--- src/rtl/fifo_sync_param.sv ---
// -----------------------------------------------------------------------------
// fifo_sync_param
//   Parametrised single-clock FIFO. It buffers a word stream between a producer
//   and a consumer in the same clock domain. It reports a live occupancy count,
//   full/empty and programmable almost-full/almost-empty flags, and sticky
//   overflow/underflow error flags.
//
// Parameters
//   FIFO_DEPTH  number of entries (power of 2, >= 2)
//   FIFO_WIDTH  data width in bits (>= 1)
//   AFULL_LVL   fifo_afull  is set when count >= AFULL_LVL  (1..FIFO_DEPTH)
//   AEMPTY_LVL  fifo_aempty is set when count <= AEMPTY_LVL (0..FIFO_DEPTH-1)
//
// Ports
//   clk            clock, all state changes on posedge
//   rst_           synchronous active-low reset (overrides all requests)
//   fifo_write     write request
//   fifo_data_in   write data
//   fifo_read      read request
//   fifo_data_out  read data, registered, valid one cycle after an accepted read
//   fifo_full      count == FIFO_DEPTH
//   fifo_empty     count == 0
//   fifo_afull     count >= AFULL_LVL
//   fifo_aempty    count <= AEMPTY_LVL
//   fifo_cnt       current occupancy, 0..FIFO_DEPTH
//   fifo_ovf       sticky: a write arrived while full and was dropped
//   fifo_udf       sticky: a read arrived while empty
//   err_clr        clears fifo_ovf / fifo_udf (a new error in the same cycle wins)
// -----------------------------------------------------------------------------
module fifo_sync_param #(
  parameter int FIFO_DEPTH = 16,
  parameter int FIFO_WIDTH = 8,
  parameter int AFULL_LVL  = 12,
  parameter int AEMPTY_LVL = 2
) (
  input  logic                          clk,
  input  logic                          rst_,
  input  logic                          fifo_write,
  input  logic [FIFO_WIDTH-1:0]         fifo_data_in,
  input  logic                          fifo_read,
  output logic [FIFO_WIDTH-1:0]         fifo_data_out,
  output logic                          fifo_full,
  output logic                          fifo_empty,
  output logic                          fifo_afull,
  output logic                          fifo_aempty,
  output logic [$clog2(FIFO_DEPTH):0]   fifo_cnt,
  output logic                          fifo_ovf,
  output logic                          fifo_udf,
  input  logic                          err_clr
);

  localparam int PTR_W = $clog2(FIFO_DEPTH);
  localparam int CNT_W = PTR_W + 1;

  localparam logic [CNT_W-1:0] DEPTH_C  = CNT_W'(FIFO_DEPTH);
  localparam logic [CNT_W-1:0] AFULL_C  = CNT_W'(AFULL_LVL);
  localparam logic [CNT_W-1:0] AEMPTY_C = CNT_W'(AEMPTY_LVL);

  logic [FIFO_WIDTH-1:0] mem [FIFO_DEPTH];
  logic [PTR_W-1:0]      wr_ptr;
  logic [PTR_W-1:0]      rd_ptr;
  logic [CNT_W-1:0]      cnt_nxt;

  logic wr_accept;
  logic rd_accept;
  logic ovf_set;
  logic udf_set;

  // Flags decode straight from the registered count so they never lag it.
  assign fifo_full   = (fifo_cnt == DEPTH_C);
  assign fifo_empty  = (fifo_cnt == '0);
  assign fifo_afull  = (fifo_cnt >= AFULL_C);
  assign fifo_aempty = (fifo_cnt <= AEMPTY_C);

  // A read while full frees a slot in the same cycle, so a simultaneous write
  // is still accepted. A read while empty is always ignored; there is no
  // fall-through path from fifo_data_in to fifo_data_out.
  assign wr_accept = fifo_write && (!fifo_full || fifo_read);
  assign rd_accept = fifo_read && !fifo_empty;
  assign ovf_set   = fifo_write && fifo_full && !fifo_read;
  assign udf_set   = fifo_read && fifo_empty;

  // NOTE: every signal assigned in always_comb gets a default first; a path
  // that leaves it unassigned would infer a latch.
  always_comb begin
    cnt_nxt = fifo_cnt;
    unique case ({wr_accept, rd_accept})
      2'b10:   cnt_nxt = fifo_cnt + CNT_W'(1);
      2'b01:   cnt_nxt = fifo_cnt - CNT_W'(1);
      default: cnt_nxt = fifo_cnt;
    endcase
  end

  // NOTE: state is updated with non-blocking assignments so that every
  // register samples the pre-edge values of the others (e.g. the read of
  // mem[rd_ptr] sees the old word when a write to the same slot coincides).
  always_ff @(posedge clk) begin
    if (!rst_) begin
      wr_ptr        <= '0;
      rd_ptr        <= '0;
      fifo_cnt      <= '0;
      fifo_data_out <= '0;
      fifo_ovf      <= 1'b0;
      fifo_udf      <= 1'b0;
    end else begin
      if (wr_accept) wr_ptr <= wr_ptr + PTR_W'(1);
      if (rd_accept) begin
        rd_ptr        <= rd_ptr + PTR_W'(1);
        fifo_data_out <= mem[rd_ptr];
      end
      fifo_cnt <= cnt_nxt;

      // Set has priority over clear so a fresh error is never lost.
      if (ovf_set)      fifo_ovf <= 1'b1;
      else if (err_clr) fifo_ovf <= 1'b0;

      if (udf_set)      fifo_udf <= 1'b1;
      else if (err_clr) fifo_udf <= 1'b0;
    end
  end

  // NOTE: the storage array has no reset; stale words are unreachable once
  // the pointers and count are cleared, and leaving it unreset keeps it
  // mappable onto RAM.
  always_ff @(posedge clk) begin
    if (rst_ && wr_accept) mem[wr_ptr] <= fifo_data_in;
  end

endmodule

--- config.mk ---
export PLATFORM = sky130hd
export DESIGN_NAME = fifo_sync_param
export DESIGN_NICKNAME = d
export VERILOG_FILES = /design/src/rtl/fifo_sync_param.sv
export SDC_FILE = /design/constraint.sdc
export NUM_CORES = 1
export LEC_CHECK = 0
export ABC_AREA = 1
export BUFFER_PORTS_ARGS = -buffer_cell sky130_fd_sc_hd__buf_2
export CORE_MARGIN = 2
export CORE_UTILIZATION = 60
export DETAILED_ROUTE_END_ITERATION = 8
export GPL_ROUTABILITY_DRIVEN = 0
export PLACE_DENSITY = 0.78
export SYNTH_ARGS = -nofsm -noshare
export SYNTH_HDL_FRONTEND = slang
export SYNTH_SLANG_ARGS = --single-unit
--- constraint.sdc ---
create_clock -name clk -period 2.1 [get_ports clk]
set_clock_uncertainty 0.05 [all_clocks]
set_input_delay 0.525 -clock clk [delete_from_list [all_inputs] [get_ports clk]]
set_output_delay 0.525 -clock clk [all_outputs]
set_load 0.02 [all_outputs]
==> metrics.cfg, run 1 <==
[sta]
setup_viol=0
report.final.slew_viol_count=0
rsz0062_at_grt=yes
fin_ws_ns=0.0471
fmax_mhz=487
fin_crit_sh=0.978
timing.slew.headroom=0.679
hold_viol_final=0
tightest_slew_ns=0.481
fin_crit_ns=2.05

[placement]
placed_cells=700
detailed_place.area_sq_um=6660
portBuffers=31
hpwl_um=8710
place_ws_ns=0.0976

[synth]
synthCells=530
yosys-top-cells-count=edfxtp_1, nor2_1, o21ai_0
yosys_warnings=0
async_flop_share=0
ys_seq_area_frac=0.690
synth_edf_count=128
ys_seq_elements=151
synth_flop_cell=edfxtp_1
synthTopCellsByArea=edfxtp_1, dfxtp_1, nor2_1
syn-num-nets=551
synth.avg_cell_area_sq_um=11.8
synth_top_cell_area_share=0.616
syn-cell-area_sq_um=6240
ys_types=28
yosys.area.top_type=edfxtp_1
yosysMostFrequentCell=edfxtp_1

[global_routing]
antenna_found_initial=0
grt_pass1_wl_um=23300
grt_max_degree=67
grt_pass1_vias=4307
overflow=0
grt.total_usage=0.279

[clock_tree]
cts.sinks=151
clk_pin_slew_worst_paths_ns=0.06
cts_tree=yes
cts-root-buf=clkbuf_8
cts_buffers=17
clock_latency_ns=0.52
clock_path_buffers=2
cts_max_level=4
hold_buffers=0

[run]
drv_cap=0

[layout]
drive_gt1_frac=0.185
diodes=0
fin_nets=604
stdcell_count=732
syn2layout_area_growth_pct=16.1
final_cell_area_sq_um=7250
finish.utilization=0.709

[worst_setup_path]
crit_top_cell=buf_4
path_cells=buf_4 > a2111oi_4 > buf_4
slowest_stage=dfxtp_1
crit_buf_inv=2
required_ns=1.52
critPathKind=reg -> out
cp_top_family=buffers and inverters
critPathArrivalTime_ns=1.48
critPathLaunchType=flop
path_max_fanout=5
end_kind=primary output
slowest_delay_ns=0.31

[die]
die_h_um=106
dieArea_sq_um=11200
die_w_um=106
start_util=0.610
row_count=37
core_area_sq_um=10200
num_io_pins=32

[hold_path]
min_path_type=in -> reg

[route]
vias=4442
vias_per_cell=6.07
post-route-drc-count=0
ant_nets=0
first_pass_iters=5
drt_wl_total_um=14700
post_drt_wl_per_cell_um=20.1
drtIter0Drc=508

[pwr]
powerDensity_nw_per_um2=1210
p_leak_nw=2.66
ir_drop_uv=624

[status]
status=finished, final reports clean

-- final timing paths --
path / startpoint / to / slack (ns) / cells after the start
min: err_clr / fifo_ovf / 0.22 / 4
min reg2reg: fifo_ovf / fifo_ovf / 0.42 / 2
max reg2reg: fifo_cnt[1] / fifo_cnt[4] / 0.18 / 12
max: fifo_cnt[0] / fifo_aempty / 0.05 / 3
-- state kept, by name, summed over array words and instances, names as in the netlist --
register       cells
mem              128
fifo_data_out      8
fifo_cnt           5
rd_ptr             4
wr_ptr             4
fifo_ovf           1
fifo_udf           1
-- per-stage QoR --
| stage | setup TNS (ns) | hold slack [ns] | power (mW) |
|---|---|---|---|
| after floorplan | 0 | 0.429 | 5.14 |
| after global placement | 0 | 0.399 | 5.73 |
| after detailed placement | 0 | 0.409 | 5.81 |
| after CTS | 0 | 0.201 | 8.68 |
| after global routing | -0.0153 | 0.235 | 9.12 |
| final | 0 | 0.219 | 8.74 |
-- area by class of cell --
type,count,area (sq um)
clock inverter,10,104
multi-input combinational,316,1660
fill,698,2980
clock buffer,22,453
sequential,151,4310
tap,136,170
timing repair buffer,63,427
inverter,34,128
-- worst reg2reg max path: cells and delay by family, from the launching register on --
kind                     cells  cell delay (ns)
AND/OR/NAND/NOR              7             0.67
flip-flops                   1             0.38
adder cells (fa/ha/maj)      1             0.32
AO/OA/AOI/OAI                1             0.26
buffers and inverters        3             0.15
-- where the power goes --
| part | internal [mW] | total (mW) | switching, mW |
|---|---|---|---|
| Sequential | 3.41 | 3.51 | 0.101 |
| Clock | 1.74 | 2.86 | 1.12 |
| Combinational | 0.767 | 2.36 | 1.60 |
| Total | 5.92 | 8.74 | 2.82 |
-- per-layer routing --
| metal | share of wire | vias up | global-route usage |
|---|---|---|---|
| li1 | - | 2021 | - |
| met1 | 0.39 | 2110 | 0.373 |
| met2 | 0.48 | 275 | 0.440 |
| met3 | 0.11 | 36 | 0.0773 |
| met4 | 0.024 | 0 | 0.105 |
| met5 | 0 | - | 0 |
-- logic make-up (layout without fill, tap and decap cells) --
kind of cell | count (synthesis) | in the layout | share of synthesized area
DFF | 151 | 151 | 0.690
xor gates and xnor gates | 2 | 2 | 0.00281
buffers and inverters | 63 | 129 | 0.0485
AOI/OAI and AO/OA | 129 | 129 | 0.125
and+or+nand+nor | 177 | 177 | 0.118
adders and majority gates | 8 | 8 | 0.0160
-- timing repair --
action                     in CTS  in global routing
setup endpoints to repair       1                  5
gates resized for setup         2                  7
setup buffers                   0                  0
-- layout by cell type (no fill, tap or decap), drive strengths merged --
cell       n
o21a       1
nand2     35
o211ai    11
bufinv     2
a21oi     12
inv       33
clkinv     9
buf       63
o22ai     10
ha         8
nor2     106
o21ai     71
nand4      3
clkbuf    22
edfxtp   128
dfxtp     23
o221ai    22
nand3     33
xor2       2
a2111oi    1
a31o       1
(Power assumes the default switching activity.)
==> run 2: changes to the inputs <==
- ABC_AREA: 1 -> unset
- GPL_ROUTABILITY_DRIVEN: 0 -> 1
==> run 2 against run 1 <==
The run now ends with setup timing left. Clock-buffer cell count decreased by 5. Worst setup slack got worse by 0.33 ns. Core utilization increased by 4.1 points. Sequential power about the same. Routed wire length decreased by 8.0%. Global-route usage decreased by 3.0 points. Hold slack improved by 0.050 ns. First-iteration DRC count decreased by 34%. Final cell count decreased by 22%. Synthesized cell count decreased by 34%.
==> metrics.cfg, run 2 <==
[synth]
synth-adder-area-share=0.0162
yosys.area.top_type=edfxtp_1
synth_top_family_by_area=multiplexers
ys_seq_elements=151
synth-simple-area-share=0.0639
syn-cell-area_sq_um=6190
syn-num-nets=372
synthXorXnorAreaFrac=0.00849
synthTopCellsByArea=edfxtp_1, mux4_2, dfxtp_1
synth_edf_count=128
synth.avg_cell_area_sq_um=17.6
synth_compound_area_frac=0.0414
ys_seq_area_frac=0.695
yosys_warnings=0
yosys-top-cells-count=edfxtp_1, mux4_2, dfxtp_1, mux2i_1, nor2_1
synth_flop_cell=edfxtp_1
ys_types=43
async_flop_share=0
yosysMostFrequentCell=edfxtp_1
synthMuxAreaShare=0.154
synth_top_cell_area_share=0.621
synthCells=351

[sta]
report.final.slew_viol_count=0
setup_viol=75
fin_crit_ns=2.38
timing.slew.headroom=0.643
rsz0062_at_grt=yes
fin_ws_ns=-0.280
fin_crit_sh=1.13
hold_viol_final=0
tightest_slew_ns=0.535
fmax_mhz=420

[global_routing]
grt_max_degree=35
overflow=0
grt.total_usage=0.249
antenna_found_initial=0
grt_pass1_vias=3458
grt_pass1_wl_um=19700

[placement]
hpwl_um=7530
portBuffers=31
place_congestion=0.826

[clock_tree]
cts_max_level=4
clock_latency_ns=0.54
cts_tree=yes
clk_pin_slew_worst_paths_ns=0.07
cts-root-buf=clkbuf_8
cts_buffers=17
cts.sinks=151
clock_path_buffers=2

[route]
first_pass_iters=6
post_drt_wl_per_cell_um=23.8
drt_wl_total_um=13500
vias_per_cell=6.05
post-route-drc-count=0
drtIter0Drc=335
ant_nets=0
vias=3437

[layout]
largest_register_ff_count=128
nFillCells=573
syn2layout_area_growth_pct=23.3
fin_nets=440
diodes=0
largestRegisters=mem: 128 flops, fifo_data_out: 8 flops, fifo_cnt: 5 flops
layout_commonest_cell=edfxtp_1
top_register=mem
finish.utilization=0.750
drive_gt1_frac=0.412
final_cell_mix=edfxtp_1, mux4_2, buf_4, buf_2, mux2i_1

[hold_path]
min_path_type=in -> reg
min_from=err_clr
whs_path_depth=4
worstHoldEndpoint=fifo_udf

[status]
status=complete, but fails checks
violations=setup timing

[run]
drv_cap=0

[worst_setup_path]
critPathKind=reg -> reg
critPathLaunchType=flop
rr_startpoint=fifo_cnt[1]
critPathArrivalTime_ns=2.80
r2r_setup_slack_ns=-0.28
worst_r2r_path_depth=9
required_ns=2.52
path_max_fanout=4
r2r_end=fifo_cnt[4]
end_kind=flop

[pwr]
powerDensity_nw_per_um2=1160
ir_drop_uv=796
totalPowerFinal_mw=8.89
p_leak_nw=2.58

[die]
core_area_sq_um=10200
num_io_pins=32
dieArea_sq_um=11100
start_util=0.608
die_h_um=106
die_w_um=106
row_count=37

-- run 2: changes by cell type in the layout (fill, tap and decap cells not counted), moves of 18 or more --
cell     before  now
nor2_1      104    4
o21ai_0      55    2
mux4_2        0   32
inv_1        30    5
mux2i_1       0   23
nand2_1      31   10
nand3_1      31   13
-- run 2: what timing repair did --
| action | CTS | global route |
|---|---|---|
| resized for setup | 44 | 23 |
| pin swaps | 4 | 12 |
| gates cloned | 0 | 0 |
| endpoints found under the setup margin | 104 | 129 |
| hold buffers | 0 | 0 |
| buffers inserted | 6 | 5 |
-- run 2: cell families after synthesis --
group           after synthesis
flops                       151
mux                          55
compound gates               28
simple gates                 76
xor+xnor                      6
buf+inv                      27
fa+ha+maj                     8
-- run 2: critical path, cell delays in order (launching register included) --
cell and delay, ns:
dfxtp_4 0.34, or4_4 0.55, buf_6 0.16, o31a_1 0.32
inv_2 0.07, ha_4 0.20, nor2_2 0.08, o211ai_1 0.09
mux2i_1 0.23, mux2i_1 0.21
-- run 2: power breakdown --
part / leakage [nW] / switching, mW / internal (mW)
Combinational: 0.949 / 1.28 / 1.11
Clock: 0.290 / 1.37 / 1.65
Sequential: 1.34 / 0.0882 / 3.40
Total: 2.58 / 2.73 / 6.16
-- run 2: worst max path at each step --
stage	from	endpoint	slack, ns	depth (start not counted)
floorplan	fifo_cnt[1]	fifo_cnt[4]	-0.40	12
global placement	fifo_read	mem[5][0]	-0.12	4
detailed placement	fifo_read	mem[14][1]	-0.20	4
CTS	fifo_cnt[1]	fifo_full	-0.26	4
global route	fifo_cnt[1]	fifo_cnt[4]	-0.35	9
finish	fifo_cnt[1]	fifo_cnt[4]	-0.28	9
-- run 2: metal layers --
| layer | up-vias | global-route usage | share of wire |
|---|---|---|---|
| li1 | 1525 | - | - |
| met1 | 1782 | 0.331 | 0.40 |
| met2 | 101 | 0.402 | 0.53 |
| met3 | 29 | 0.0563 | 0.047 |
| met4 | 0 | 0.106 | 0.023 |
| met5 | - | 0 | 0 |
-- run 2: area by class of cell --
class / count / area (sq um) / share of cell area
clock inverter: 15 / 184 / 0.0241
tap: 136 / 170 / 0.0223
multi-input combinational: 173 / 2000 / 0.262
inverter: 7 / 26.3 / 0.00344
timing repair buffer: 69 / 534 / 0.0700
clock buffer: 17 / 414 / 0.0542
sequential: 151 / 4310 / 0.564
-- run 2: per-stage QoR --
stage,cell area (sq um),setup TNS (ns),setup WS [ns],hold slack [ns],instances
2_1_floorplan,6220,-1.49,-0.398,0.418,351
3_3_place_gp,6660,-7.76,-0.121,0.425,525
3_5_place_dp,6660,-13.43,-0.202,0.430,525
4_1_cts,7450,-2.25,-0.259,0.250,563
5_1_grt,7640,-16.06,-0.348,0.268,568
6_report,7640,-13.03,-0.280,0.269,568
